===== config.mk =====
export PLATFORM = sky130hd
export DESIGN_NAME = wavetable_osc_reader
export DESIGN_NICKNAME = d
export VERILOG_FILES = /design/src/rtl/wavetable_osc_reader.sv
export SDC_FILE = /design/constraint.sdc
export NUM_CORES = 1
export LEC_CHECK = 0
export ABC_AREA = 1
export CAP_MARGIN = 40
export CELL_PAD_IN_SITES_DETAIL_PLACEMENT = 1
export CELL_PAD_IN_SITES_GLOBAL_PLACEMENT = 2
export CORE_MARGIN = 10
export CORE_UTILIZATION = 25
export CTS_CLUSTER_SIZE = 40
export DETAILED_ROUTE_END_ITERATION = 6
export GPL_TIMING_DRIVEN = 0
export PLACE_DENSITY = 0.61
export SYNTH_ARGS = -nofsm -noshare
export SYNTH_HDL_FRONTEND = slang
export SYNTH_SLANG_ARGS = --single-unit
export TNS_END_PERCENT = 10

===== constraint.sdc =====
create_clock -name clk -period 10.69 [get_ports clk]
set_input_delay 1.069 -clock clk [delete_from_list [all_inputs] [get_ports clk]]
set_output_delay 1.069 -clock clk [all_outputs]
set_load 0.05 [all_outputs]

===== src/rtl/wavetable_osc_reader.sv =====
// rtl/wavetable_osc_reader.sv - phase-accumulating wavetable reader with linear interpolation
//
// Purpose: on each accepted sample tick, reads two adjacent entries of a
// 512x16 registered-output wavetable RAM and emits one linearly
// interpolated 16-bit offset-binary sample.
//
// Ports:
//   clk          system clock, shared with the RAM
//   rst          asynchronous active-high reset
//   tick         one-cycle sample strobe
//   tune_word    phase increment, applied when a tick is accepted
//   phase_sync   hard-sync: phase returns to 0 on the next edge
//   ram_addr     registered RAM address
//   ram_re       registered RAM read enable
//   ram_ce       registered RAM chip enable
//   ram_rdata    RAM read data (valid the edge after re=ce=1 was sampled)
//   sample_out   interpolated sample, held between updates
//   sample_valid one-cycle pulse when sample_out updates
//   busy         high while a read/interpolate sequence is in flight
//   overrun      sticky flag, set when a tick arrives while busy

module wavetable_osc_reader #(
    parameter int PHASE_W = 24,
    parameter int ADDR_W  = 9
) (
    input  logic               clk,
    input  logic               rst,
    input  logic               tick,
    input  logic [PHASE_W-1:0] tune_word,
    input  logic               phase_sync,
    output logic [ADDR_W-1:0]  ram_addr,
    output logic               ram_re,
    output logic               ram_ce,
    input  logic [15:0]        ram_rdata,
    output logic [15:0]        sample_out,
    output logic               sample_valid,
    output logic               busy,
    output logic               overrun
);

    typedef enum logic [2:0] {
        IDLE,
        RD0,
        HOLD0,
        RD1,
        HOLD1,
        CALC
    } state_t;

    state_t             state;
    logic [PHASE_W-1:0] phase;
    logic [7:0]         frac;
    logic [15:0]        s0;
    logic [15:0]        s1;

    logic               tick_accept;
    logic signed [16:0] diff;
    logic signed [25:0] prod;
    logic [15:0]        interp;

    assign tick_accept = tick && (state == IDLE);

    // The arithmetic shift floors toward -inf, which keeps the result
    // between s0 and s1 for every frac, so no clamping is needed.
    always_comb begin
        diff   = $signed({1'b0, s1}) - $signed({1'b0, s0});
        prod   = 26'(diff) * 26'($signed({1'b0, frac}));
        interp = 16'($signed({10'b0, s0}) + (prod >>> 8));
    end

    always_ff @(posedge clk or posedge rst) begin
        if (rst) begin
            state        <= IDLE;
            phase        <= '0;
            frac         <= '0;
            s0           <= '0;
            s1           <= '0;
            ram_addr     <= '0;
            ram_re       <= 1'b0;
            ram_ce       <= 1'b0;
            sample_out   <= '0;
            sample_valid <= 1'b0;
            busy         <= 1'b0;
            overrun      <= 1'b0;
        end else begin
            sample_valid <= 1'b0;

            // Sync wins over the increment; a tick accepted in the same
            // cycle still reads from the pre-sync phase latched below.
            if (phase_sync) begin
                phase <= '0;
            end else if (tick_accept) begin
                phase <= phase + tune_word;
            end

            if (tick && (state != IDLE)) begin
                overrun <= 1'b1;
            end

            // ram_addr is held through each HOLD state because the RAM's
            // bank mux looks at the live address bit 8 when data returns.
            case (state)
                IDLE: begin
                    if (tick) begin
                        ram_addr <= phase[PHASE_W-1 -: ADDR_W];
                        frac     <= phase[PHASE_W-ADDR_W-1 -: 8];
                        ram_re   <= 1'b1;
                        ram_ce   <= 1'b1;
                        busy     <= 1'b1;
                        state    <= RD0;
                    end
                end
                RD0: begin
                    ram_re <= 1'b0;
                    ram_ce <= 1'b0;
                    state  <= HOLD0;
                end
                HOLD0: begin
                    s0       <= ram_rdata;
                    ram_addr <= ram_addr + ADDR_W'(1);
                    ram_re   <= 1'b1;
                    ram_ce   <= 1'b1;
                    state    <= RD1;
                end
                RD1: begin
                    ram_re <= 1'b0;
                    ram_ce <= 1'b0;
                    state  <= HOLD1;
                end
                HOLD1: begin
                    s1    <= ram_rdata;
                    state <= CALC;
                end
                CALC: begin
                    sample_out   <= interp;
                    sample_valid <= 1'b1;
                    busy         <= 1'b0;
                    state        <= IDLE;
                end
                default: begin
                    state <= IDLE;
                end
            endcase
        end
    end

endmodule

==> parameters.txt <==
Parameter                              Value

Timing
  Top achievable clock speed    0.127 GHz
  Worst relative slew slack    0.411
  Slew at the pin closest to its max-slew limit    0.878 ns
  Fin worst setup slack    2.83 ns
  Worst hold-check slack    0.466 ns
  Share of the cycle needed by the critical path after routing    0.735
  Accumulated negative setup slack    0 ns
  Final setup fails    0
  RSZ-0062 raised after global routing    no
  Number of max-slew violations in the final report    0
  Skew final    0.0127 ns
  Number of failing hold endpoints at the final stage    0
  Minimum clock period after layout    7.86 ns

Floorplanning
  Standard-cell rows    77
  Effective utilization at floorplan    0.254
  Die extent in x    233 um
  I/O pin total    74
  Placeable core region    44500 sq um
  Area of the die    54200 sq um
  Die Span Y    233 um

Synth
  Area fraction of the dominant cell type after synthesis    0.212
  Synth warn    0
  Gate count after technology mapping    1494
  Yosys top cell by area    sky130_fd_sc_hd__dfrtp_1
  Post-synth top flop    sky130_fd_sc_hd__dfrtp_1
  Async set-or-reset flop fraction in the synthesized netlist    1.00
  Portion of the post-synthesis area used by sequential elements    0.212
  Number of synthesized flops with an enable pin    0
  Flip-flop and latch count after synthesis    96
  Syn Std Cell Area    11300 sq um
  Net count after synthesis    1742
  Largest cells by area after synthesis    sky130_fd_sc_hd__dfrtp_1 21%, sky130_fd_sc_hd__fa_1 19%, sky130_fd_sc_hd__nand2_1 12%, sky130_fd_sc_hd__ha_1 11%, sky130_fd_sc_hd__inv_1 9.3%
  Most numerous cell in the Yosys netlist    sky130_fd_sc_hd__nand2_1
  Distinct cells, synth    59
  Synthesized area per cell    7.57 sq um
  List of most frequent post-synthesis cells    353 x sky130_fd_sc_hd__nand2_1, 281 x sky130_fd_sc_hd__inv_1, 111 x sky130_fd_sc_hd__nor2_1

Critical path
  Worst setup path class    reg2reg
  Cell type of the slowest stage on the worst timing path    sky130_fd_sc_hd__o21ai_1
  Cell type with the highest occurrence count on the critical path    sky130_fd_sc_hd__nand2_1
  Startpoint Class    register
  Slowest cell delay on critical path    0.70 ns
  Arr. time, crit path    8.14 ns
  Required time of the critical path    10.97 ns
  Critical path endpoint category    register
  Number of cells on the worst reg-to-reg path    35
  Crit Path Max Fanout    7

GRT
  Overall fraction of global-route tracks in use    0.148
  Number of global-route vias before repair    10900
  Antenna violations before repair    1
  Pin count of the biggest net entering global routing    59
  GR Overflow Total    0
  Wire length of the first global-routing pass    62.5 mm

Route
  Total vias in the final route    9867
  First-pass iteration count of the detailed router    4
  Drt via density    4.53
  Post-route DRC violation count    0
  Initial detailed-routing violation count    407
  Final ANT Viol Nets    0
  Routed Wire Length    38.5 mm
  Avg WL per Cell    17.7 um

CTS
  Clock Pin Slew Worst Setup and Hold Paths    0.08 ns
  CTS tree    yes
  TritonCTS buffer count    9
  H-tree depth reported by CTS    3
  Clock latency on the worst-skew pair    0.39 ns
  Count of cells resized by post-cts repair    0
  Post-CTS setup buffer count    0
  Number of buffers between clock root and the deepest sink    2
  Count of clock tree sinks    96
  Post-CTS Hold Fix Bufs    0
  Clk root buf    sky130_fd_sc_hd__clkbuf_16

Place
  IO buf count    73
  Placer congestion estimate    0.812
  Worst slack after detailed placement    2.78 ns
  Final HPWL from detailed placement    32.5 mm

Flow run
  Max-cap check violation count    0

Final layout
  Net count of the finished layout    1828
  Share of layout cells above drive strength 1    0.0555
  Total inserted antenna cells    0
  Layout overhead on the synthesized area    16.2%

Worst hold path
  Number of cells on the worst hold path    1
  Type of the most critical hold path    reg2reg

Run status
  Status    complete, no violations
-- cell families (layout without fill, tap and decap cells) --
group,count (synthesis),after routing,synth area share
AO/OA/AOI/OAI,220,220,0.113
XOR/XNOR,37,37,0.0323
multiplexers,14,14,0.0139
buffers and inverters,325,416,0.111
flip-flops,96,96,0.212
AND/OR/NAND/NOR,598,598,0.223
adder cells (fa/ha/maj),204,204,0.295
-- worst max-delay path, delay by kind of cell, from the launching register on --
kind / cells / cell delay (ns)
xor+xnor: 1 / 0.15
fa+ha+maj: 7 / 3.11
buf+inv: 4 / 0.28
flops: 1 / 0.50
simple gates: 17 / 2.12
compound gates: 6 / 1.55
-- cells in the final DEF, fill, tap and decap left out, types with 5 or more instances in the layout --
| cell type | n |
|---|---|
| sky130_fd_sc_hd__xor2_1 | 24 |
| sky130_fd_sc_hd__o21ai_0 | 63 |
| sky130_fd_sc_hd__mux2_2 | 14 |
| sky130_fd_sc_hd__clkdlybuf4s50_1 | 73 |
| sky130_fd_sc_hd__xnor2_1 | 9 |
| sky130_fd_sc_hd__buf_2 | 7 |
| sky130_fd_sc_hd__nor3_1 | 15 |
| sky130_fd_sc_hd__nor2_1 | 111 |
| sky130_fd_sc_hd__nand4_1 | 10 |
| sky130_fd_sc_hd__fa_1 | 105 |
| sky130_fd_sc_hd__a21oi_1 | 88 |
| sky130_fd_sc_hd__o21ai_1 | 20 |
| sky130_fd_sc_hd__nand3_1 | 72 |
| sky130_fd_sc_hd__o21bai_1 | 8 |
| sky130_fd_sc_hd__o31ai_1 | 5 |
| sky130_fd_sc_hd__clkbuf_1 | 17 |
| sky130_fd_sc_hd__ha_1 | 99 |
| sky130_fd_sc_hd__nand2_2 | 6 |
| sky130_fd_sc_hd__clkbuf_16 | 9 |
| sky130_fd_sc_hd__a21o_1 | 8 |
| sky130_fd_sc_hd__nand2_1 | 353 |
| sky130_fd_sc_hd__inv_2 | 10 |
| sky130_fd_sc_hd__dfrtp_1 | 96 |
| sky130_fd_sc_hd__or2_2 | 7 |
| sky130_fd_sc_hd__inv_1 | 280 |
-- metal layers --
layer / routed length (um) / up-vias / global-route usage
met5: 0 / - / 0
met4: 378 / 0 / 0.0310
met3: 1240 / 16 / 0.0204
met2: 17100 / 107 / 0.231
met1: 19800 / 4879 / 0.213
li1: - / 4865 / -
-- flip-flops by register name (all words and copies together) (netlist names) --
name,flops
ram_ce,1
frac,8
sample_out,16
s1,16
s0,16
busy,1
ram_addr,9
phase,24
overrun,1
sample_valid,1
state,3
-- worst paths after layout --
| kind | startpoint | to | slack [ns] |
|---|---|---|---|
| max in group asynchronous | rst | frac[3] | 8.89 |
| min | overrun | overrun | 0.47 |
| max reg2reg | s0[1] | sample_out[15] | 2.83 |
| min reg2reg | overrun | overrun | 0.47 |
| max | s0[1] | sample_out[15] | 2.83 |
| min in group asynchronous | rst | sample_out[6] | 1.09 |
-- layout make-up --
cell class | instances | area (sq um)
Buffer | 30 | 148
Clock buffer | 9 | 225
Clock inverter | 7 | 100
Fill cell | 5475 | 31400
Inverter | 295 | 1110
Multi-Input combinational cell | 1073 | 7660
Sequential cell | 96 | 2400
Tap cell | 592 | 741
Timing Repair Buffer | 75 | 766
-- metrics by stage --
stage	cells	util	cell area, sq um
6_report	2177	0.295	13200
5_1_grt	2177	0.295	13200
4_1_cts	2177	0.295	13200
3_5_place_dp	2161	0.288	12800
3_3_place_gp	2159	0.287	12800
2_1_floorplan	1494	-	11300
Power is not shown: default switching activity piles up to over one toggle a cycle in this logic, so the estimate is an artifact.
